File: src/rtl/commit_trace_fifo_if.sv
// Output stream of the commit trace FIFO.
//   master : driven by the FIFO (OutValid, OutPC, OutRD, OutData), samples OutReady
//   slave  : the host/debug sink, drives OutReady
// The head entry is shown ahead: OutValid and the payload are valid whenever
// the FIFO is non-empty, and an entry is consumed on a clock edge where
// OutValid && OutReady.
interface commit_trace_fifo_if;
    logic        OutValid;
    logic        OutReady;
    logic [31:0] OutPC;
    logic [4:0]  OutRD;
    logic [31:0] OutData;

    modport master (
        output OutValid,
        output OutPC,
        output OutRD,
        output OutData,
        input  OutReady
    );

    modport slave (
        input  OutValid,
        input  OutPC,
        input  OutRD,
        input  OutData,
        output OutReady
    );
endinterface

File: src/rtl/commit_trace_fifo.sv
// commit_trace_fifo
// Captures every retired register write of the mips core {PC, RD, WData}
// into an on-chip FIFO and drains it to a host/debug sink over a valid/ready
// stream. Writes to R0 are never traced. When the FIFO is full a capture is
// either dropped and counted (STOP_ON_FULL=0) or freezes capture until Flush
// (STOP_ON_FULL=1).
// Ports:
//   Clk, Reset        clock (rising edge), asynchronous active-high reset
//   PC, RegWr, RD,    core register-writeback port
//   WData
//   TraceEn           level: arms (1) / disarms (0) capture
//   Flush             synchronous clear of FIFO, drop counter, Overflow, Stopped
//   out_if            show-ahead output stream (commit_trace_fifo_if.master)
//   Count             entries currently held (0..DEPTH)
//   DropCnt           captures lost to a full FIFO, saturating
//   Overflow          sticky: a capture was dropped since reset/Flush
//   Stopped           capture frozen after a full-FIFO drop (STOP_ON_FULL=1)
module commit_trace_fifo #(
    parameter int DEPTH        = 16,
    parameter bit STOP_ON_FULL = 1'b0,
    parameter int CNT_W        = 16
) (
    input  logic                     Clk,
    input  logic                     Reset,
    input  logic [31:0]              PC,
    input  logic                     RegWr,
    input  logic [4:0]               RD,
    input  logic [31:0]              WData,
    input  logic                     TraceEn,
    input  logic                     Flush,
    commit_trace_fifo_if.master      out_if,
    output logic [$clog2(DEPTH):0]   Count,
    output logic [CNT_W-1:0]         DropCnt,
    output logic                     Overflow,
    output logic                     Stopped
);

    localparam int AW = $clog2(DEPTH);
    localparam int PW = AW + 1;

    typedef enum logic [1:0] {
        s_off,
        s_on,
        s_stopped
    } state_e;

    typedef struct packed {
        logic [31:0] pc;
        logic [4:0]  rd;
        logic [31:0] data;
    } entry_t;

    entry_t        mem [DEPTH];
    entry_t        head;
    logic [AW:0]   wr_ptr;
    logic [AW:0]   rd_ptr;
    state_e        state;
    state_e        state_nxt;
    logic          empty;
    logic          full;
    logic          capture;
    logic          push;
    logic          pop;
    logic          drop;

    // Pointers carry one extra wrap bit so full and empty are distinguishable
    // without a separate occupancy register.
    assign Count   = wr_ptr - rd_ptr;
    assign empty   = (wr_ptr == rd_ptr);
    assign full    = (wr_ptr[AW] != rd_ptr[AW]) &&
                     (wr_ptr[AW-1:0] == rd_ptr[AW-1:0]);

    assign capture = RegWr && (RD != 5'd0) && (state == s_on);
    assign pop     = !Flush && !empty && out_if.OutReady;
    // A pop on the same edge frees a slot, so a capture into a full FIFO is
    // still accepted when the sink is draining.
    assign push    = !Flush && capture && (!full || pop);
    assign drop    = !Flush && capture && full && !pop;

    assign Stopped = (state == s_stopped);

    // FSM state register.
    always_ff @(posedge Clk or posedge Reset) begin
        if (Reset) begin
            state <= s_off;
        end else begin
            // NOTE: sequential state is always assigned with <= so every
            // register samples pre-edge values regardless of block order.
            state <= state_nxt;
        end
    end

    // FSM next-state logic; Flush overrides every transition.
    always_comb begin
        // NOTE: default assigned first so no path through the case leaves
        // state_nxt unassigned, which would infer a latch.
        state_nxt = state;
        if (Flush) begin
            state_nxt = s_off;
        end else begin
            case (state)
                s_off:     if (TraceEn) state_nxt = s_on;
                s_on: begin
                    if (!TraceEn)
                        state_nxt = s_off;
                    else if (drop && STOP_ON_FULL)
                        state_nxt = s_stopped;
                end
                s_stopped: state_nxt = s_stopped;
                default:   state_nxt = s_off;
            endcase
        end
    end

    // Pointers, drop counter and sticky overflow flag.
    always_ff @(posedge Clk or posedge Reset) begin
        if (Reset) begin
            wr_ptr   <= '0;
            rd_ptr   <= '0;
            DropCnt  <= '0;
            Overflow <= 1'b0;
        end else if (Flush) begin
            wr_ptr   <= '0;
            rd_ptr   <= '0;
            DropCnt  <= '0;
            Overflow <= 1'b0;
        end else begin
            if (push)
                wr_ptr <= wr_ptr + PW'(1);
            if (pop)
                rd_ptr <= rd_ptr + PW'(1);
            if (drop) begin
                Overflow <= 1'b1;
                if (DropCnt != '1)
                    DropCnt <= DropCnt + CNT_W'(1);
            end
        end
    end

    // NOTE: the storage array has no reset; its contents are only visible
    // through the pointers, which are reset, and the outputs are masked
    // while empty.
    always_ff @(posedge Clk) begin
        if (push)
            mem[wr_ptr[AW-1:0]] <= '{pc: PC, rd: RD, data: WData};
    end

    // Show-ahead head entry; forced to zero while empty so that an
    // asynchronous reset clears the outputs without waiting for a clock.
    assign head            = mem[rd_ptr[AW-1:0]];
    assign out_if.OutValid = !empty;
    assign out_if.OutPC    = empty ? 32'd0 : head.pc;
    assign out_if.OutRD    = empty ? 5'd0  : head.rd;
    assign out_if.OutData  = empty ? 32'd0 : head.data;

endmodule

File: src/flat_wrapper.sv
// flat-port wrapper written by rule: the top's interface ports become plain ports
module commit_trace_fifo_flat 
#(
    parameter int DEPTH        = 16,
    parameter bit STOP_ON_FULL = 1'b0,
    parameter int CNT_W        = 16
)
  (Clk, Reset, PC, RegWr, RD, WData, TraceEn, Flush, Count, DropCnt, Overflow, Stopped, out_if_OutValid, out_if_OutPC, out_if_OutRD, out_if_OutData, out_if_OutReady);
  commit_trace_fifo_if out_if_i ();
  input  logic Clk;
  input  logic Reset;
  input  logic [31:0] PC;
  input  logic RegWr;
  input  logic [4:0] RD;
  input  logic [31:0] WData;
  input  logic TraceEn;
  input  logic Flush;
  output logic [$clog2(DEPTH):0] Count;
  output logic [CNT_W-1:0] DropCnt;
  output logic Overflow;
  output logic Stopped;
  output wire logic [$bits(out_if_i.OutValid)-1:0] out_if_OutValid;
  output wire logic [$bits(out_if_i.OutPC)-1:0] out_if_OutPC;
  output wire logic [$bits(out_if_i.OutRD)-1:0] out_if_OutRD;
  output wire logic [$bits(out_if_i.OutData)-1:0] out_if_OutData;
  input wire logic [$bits(out_if_i.OutReady)-1:0] out_if_OutReady;
  assign out_if_OutValid = out_if_i.OutValid;
  assign out_if_OutPC = out_if_i.OutPC;
  assign out_if_OutRD = out_if_i.OutRD;
  assign out_if_OutData = out_if_i.OutData;
  assign out_if_i.OutReady = out_if_OutReady;
  commit_trace_fifo #(.DEPTH(DEPTH), .STOP_ON_FULL(STOP_ON_FULL), .CNT_W(CNT_W)) u_core (.Clk(Clk), .Reset(Reset), .PC(PC), .RegWr(RegWr), .RD(RD), .WData(WData), .TraceEn(TraceEn), .Flush(Flush), .out_if(out_if_i), .Count(Count), .DropCnt(DropCnt), .Overflow(Overflow), .Stopped(Stopped));
endmodule
File: config.mk
export PLATFORM = sky130hd
export DESIGN_NAME = commit_trace_fifo_flat
export DESIGN_NICKNAME = d
export VERILOG_FILES = /design/src/rtl/commit_trace_fifo_if.sv /design/src/rtl/commit_trace_fifo.sv /design/src/flat_wrapper.sv
export SDC_FILE = /design/constraint.sdc
export NUM_CORES = 1
export LEC_CHECK = 0
export CAP_MARGIN = 20
export CORE_MARGIN = 2
export CORE_UTILIZATION = 40
export CTS_CLUSTER_DIAMETER = 50
export CTS_CLUSTER_SIZE = 25
export DETAILED_ROUTE_END_ITERATION = 10
export DONT_BUFFER_PORTS = 1
export PLACE_DENSITY_LB_ADDON = 0.25
export SETUP_SLACK_MARGIN = 0.3
export SLEW_MARGIN = 5
export SYNTH_ARGS = -nofsm -noshare
export SYNTH_HDL_FRONTEND = slang
export SYNTH_SLANG_ARGS = --single-unit
File: constraint.sdc
create_clock -name Clk -period 9.35 [get_ports Clk]
set_input_delay 0.935 -clock Clk [delete_from_list [all_inputs] [get_ports Clk]]
set_output_delay 0.935 -clock Clk [all_outputs]
set_load 0.05 [all_outputs]
==> impl_metrics.json <==
{
  "ys_warn_count": 0,
  "cts_tree": "yes",
  "synth_edf_count": 1104,
  "cts_buffer_depth": 3,
  "cts_resized": 0,
  "post_cts_buffers": 0,
  "path_common_cell": "buf_4",
  "numCtsBuffers": 110,
  "ys.flop_type": "edfxtp_1",
  "clock_latency_ns": 0.70,
  "crit_type": "reg2out",
  "crit_chain": "inv_8 > ha_1 > and4_1 > nand2_1 > nand2_4 > buf_4 > o22ai_1 > buf_4",
  "rsz0062_at_grt": "no",
  "overflow": 0,
  "p_per_area_nw_per_um2": 218.1,
  "clk_pin_slew_ns": 0.07,
  "drtPass1Iterations": 5,
  "fin_crit_sh_pct": 60.39,
  "slew_violations": 0,
  "layout-drive-gt1-share_pct": 28.42,
  "syn_nets": 1980,
  "route.detailed.drc": 0,
  "routedWlPerCell_microns": 28.55,
  "area_growth_pct": 13.87,
  "start_util_pct": 40.47,
  "track_usage_pct": 18.06,
  "async_reset_ff_share_pct": 2.560,
  "ant_nets": 0,
  "cts_num_sinks": 1133,
  "ir_drop_v": 0.0001755,
  "yosysSeqAreaShare_pct": 77.97,
  "cpLargestDelayFamily": "buffers and inverters",
  "synth.distinct_cells": 47,
  "fp.dieH_microns": 333.6,
  "final.setup_skew_ns": 0.02455,
  "hold_viol_final": 0,
  "routed_wl_mm": 99.94,
  "utilization_pct": 46.09,
  "ios": 168,
  "hold_path.class": "in2async",
  "ys_top_cells_by_area": "edfxtp_1, mux4_2, mux2i_1",
  "cp-end-kind": "output port",
  "fin_setup_tns_ns": 0,
  "yosys.area.top_type": "edfxtp_1",
  "via_per_inst": 5.611,
  "cts_hold_buffers": 0,
  "tightest_slew_ns": 1.181,
  "grt_antenna_before_repair": 2,
  "crit_fanout": 65,
  "max_freq_mhz": 177.1,
  "slowest_delay_ns": 0.63,
  "grt_pass1_wl_mm": 145.6,
  "cp.required_ns": 8.42,
  "status": "finished, final reports clean",
  "grt_max_degree": 130,
  "gp_congestion": 0.7606,
  "drv_cap": 0,
  "yosysMostFrequentCell": "edfxtp_1",
  "die_x_microns": 333.6,
  "via_count": 19640,
  "synthTopCellsByCount": "edfxtp_1, mux4_2, mux2i_1, o22ai_1, clkbuf_1",
  "antenna_cells": 0,
  "cp_num_buf_inv": 3,
  "synth_area_sq_um": 43450,
  "syn-instance-count": 1894,
  "start_kind": "flip-flop",
  "synth_seq_cells": 1133,
  "fin_crit_ns": 5.647,
  "coreArea_sq_um": 107400,
  "dieArea_sq_um": 111300,
  "drt-initial-drc-count": 1653,
  "row_count": 120,
  "cts_root_buf": "clkbuf_16",
  "synth_top_area_share_pct": 76.30,
  "leakage_uw": 0.01595,
  "grt_pass1_vias": 21020,
  "dpl.hpwl_mm": 49.37,
  "fin_nets": 2089,
  "syn_avg_cell_area_sq_um": 22.94,
  "slowest_stage": "o22ai_1",
  "cp_data_arrival_time_ns": 4.71,
  "slew_headroom_pct": 22.39,
  "portBuffers": 0,
  "htree_levels": 3,
  "finalSetupViolations": 0
}
[report_power, final]
part	leakage [uW]	internal [uW]	switching (uW)
logic	0.00384	270	397
clock network	0.00179	2490	2040
registers	0.0103	5580	15.6
total	0.0160	8340	2450
[state kept, by name, summed over array words and instances, names as in the netlist]
name	flops
u_core.DropCnt	16
u_core.state	2
u_core.wr_ptr	5
u_core.rd_ptr	5
u_core.Overflow	1
u_core.mem	1104
[logic make-up (layout without fill, tap and decap cells)]
family                     count (synthesis)  count (layout)  synth area share, %
muxes                                    419             419                17.61
and+or+nand+nor                          105             105                1.316
adders and majority gates                 11              11               0.3340
buffers and inverters                    111             314                1.086
DFF                                     1133            1133                77.97
AOI/OAI and AO/OA                        101             101                1.400
xor gates and xnor gates                  14              14               0.2822
[layer usage]
layer	track usage, %	routed length, microns	vias to the layer above
met5	0	0	-
met2	31.15	50790	510
li1	-	-	8298
met4	4.794	2437	0
met3	4.308	6352	143
met1	22.90	40360	10690
[stage by stage]
step | setup WS, ns | hold WS, ns | instance area (sq um) | power (uW) | instances
finish | 3.703 | 0.1214 | 49480 | 10790 | 3500
global route | 3.523 | 0.1196 | 49480 | 11110 | 3500
CTS | 3.600 | 0.08008 | 49450 | 10910 | 3499
detailed placement | 4.356 | 0.4315 | 45700 | 6386 | 3293
global placement | 4.351 | 0.4280 | 45680 | 6382 | 3292
floorplan | 1.820 | 0.4138 | 43450 | 6219 | 1894
[layout make-up]
class                   instances  area (sq um)
well taps                    1403          1755
multi-input cells             650          9231
flip-flops and latches       1133         33890
clock inverters                91         950.9
clock buffers                 115          2793
inverters                      14         60.06
repair buffers                 94         799.5
fillers                      8715         57880
[final timing paths]
check | end | cells after the start | slack, ns | startpoint
worst max register to register | u_core.mem[12][48] | 9 | 4.70 | u_core.rd_ptr[3]
worst min-delay path | u_core.wr_ptr[3] | 1 | 0.12 | Reset
max in group asynchronous | u_core.rd_ptr[0] | 2 | 8.78 | Reset
min in group Clk | u_core.DropCnt[10] | 1 | 0.31 | Flush
worst min register to register | u_core.state[0] | 1 | 0.44 | u_core.state[1]
worst max-delay path | out_if_OutPC[31] | 8 | 3.70 | u_core.rd_ptr[3]
[layout by cell type (no fill, tap or decap), types with 4 or more instances in the layout]
cell type   count
a21oi_1        15
buf_12          4
buf_4          87
bufinv_16       9
clkbuf_1        4
clkbuf_16     111
clkinv_1        9
clkinv_2        9
clkinv_4       13
clkinv_8        5
clkinvlp_4     16
dfrtp_1        27
edfxtp_1     1104
ha_1           10
inv_1          13
inv_6          20
inv_8           9
mux2i_1       139
mux4_2        276
nand2_1        10
nand3_1         8
nand4_1         8
nor2_1         21
nor2_4         12
nor3_2          4
nor4_1          5
o21ai_0        11
o22ai_1        68
or3_1          11
xnor2_1         9
xor2_1          5
Note: power is estimated with default switching activity, not from simulation.
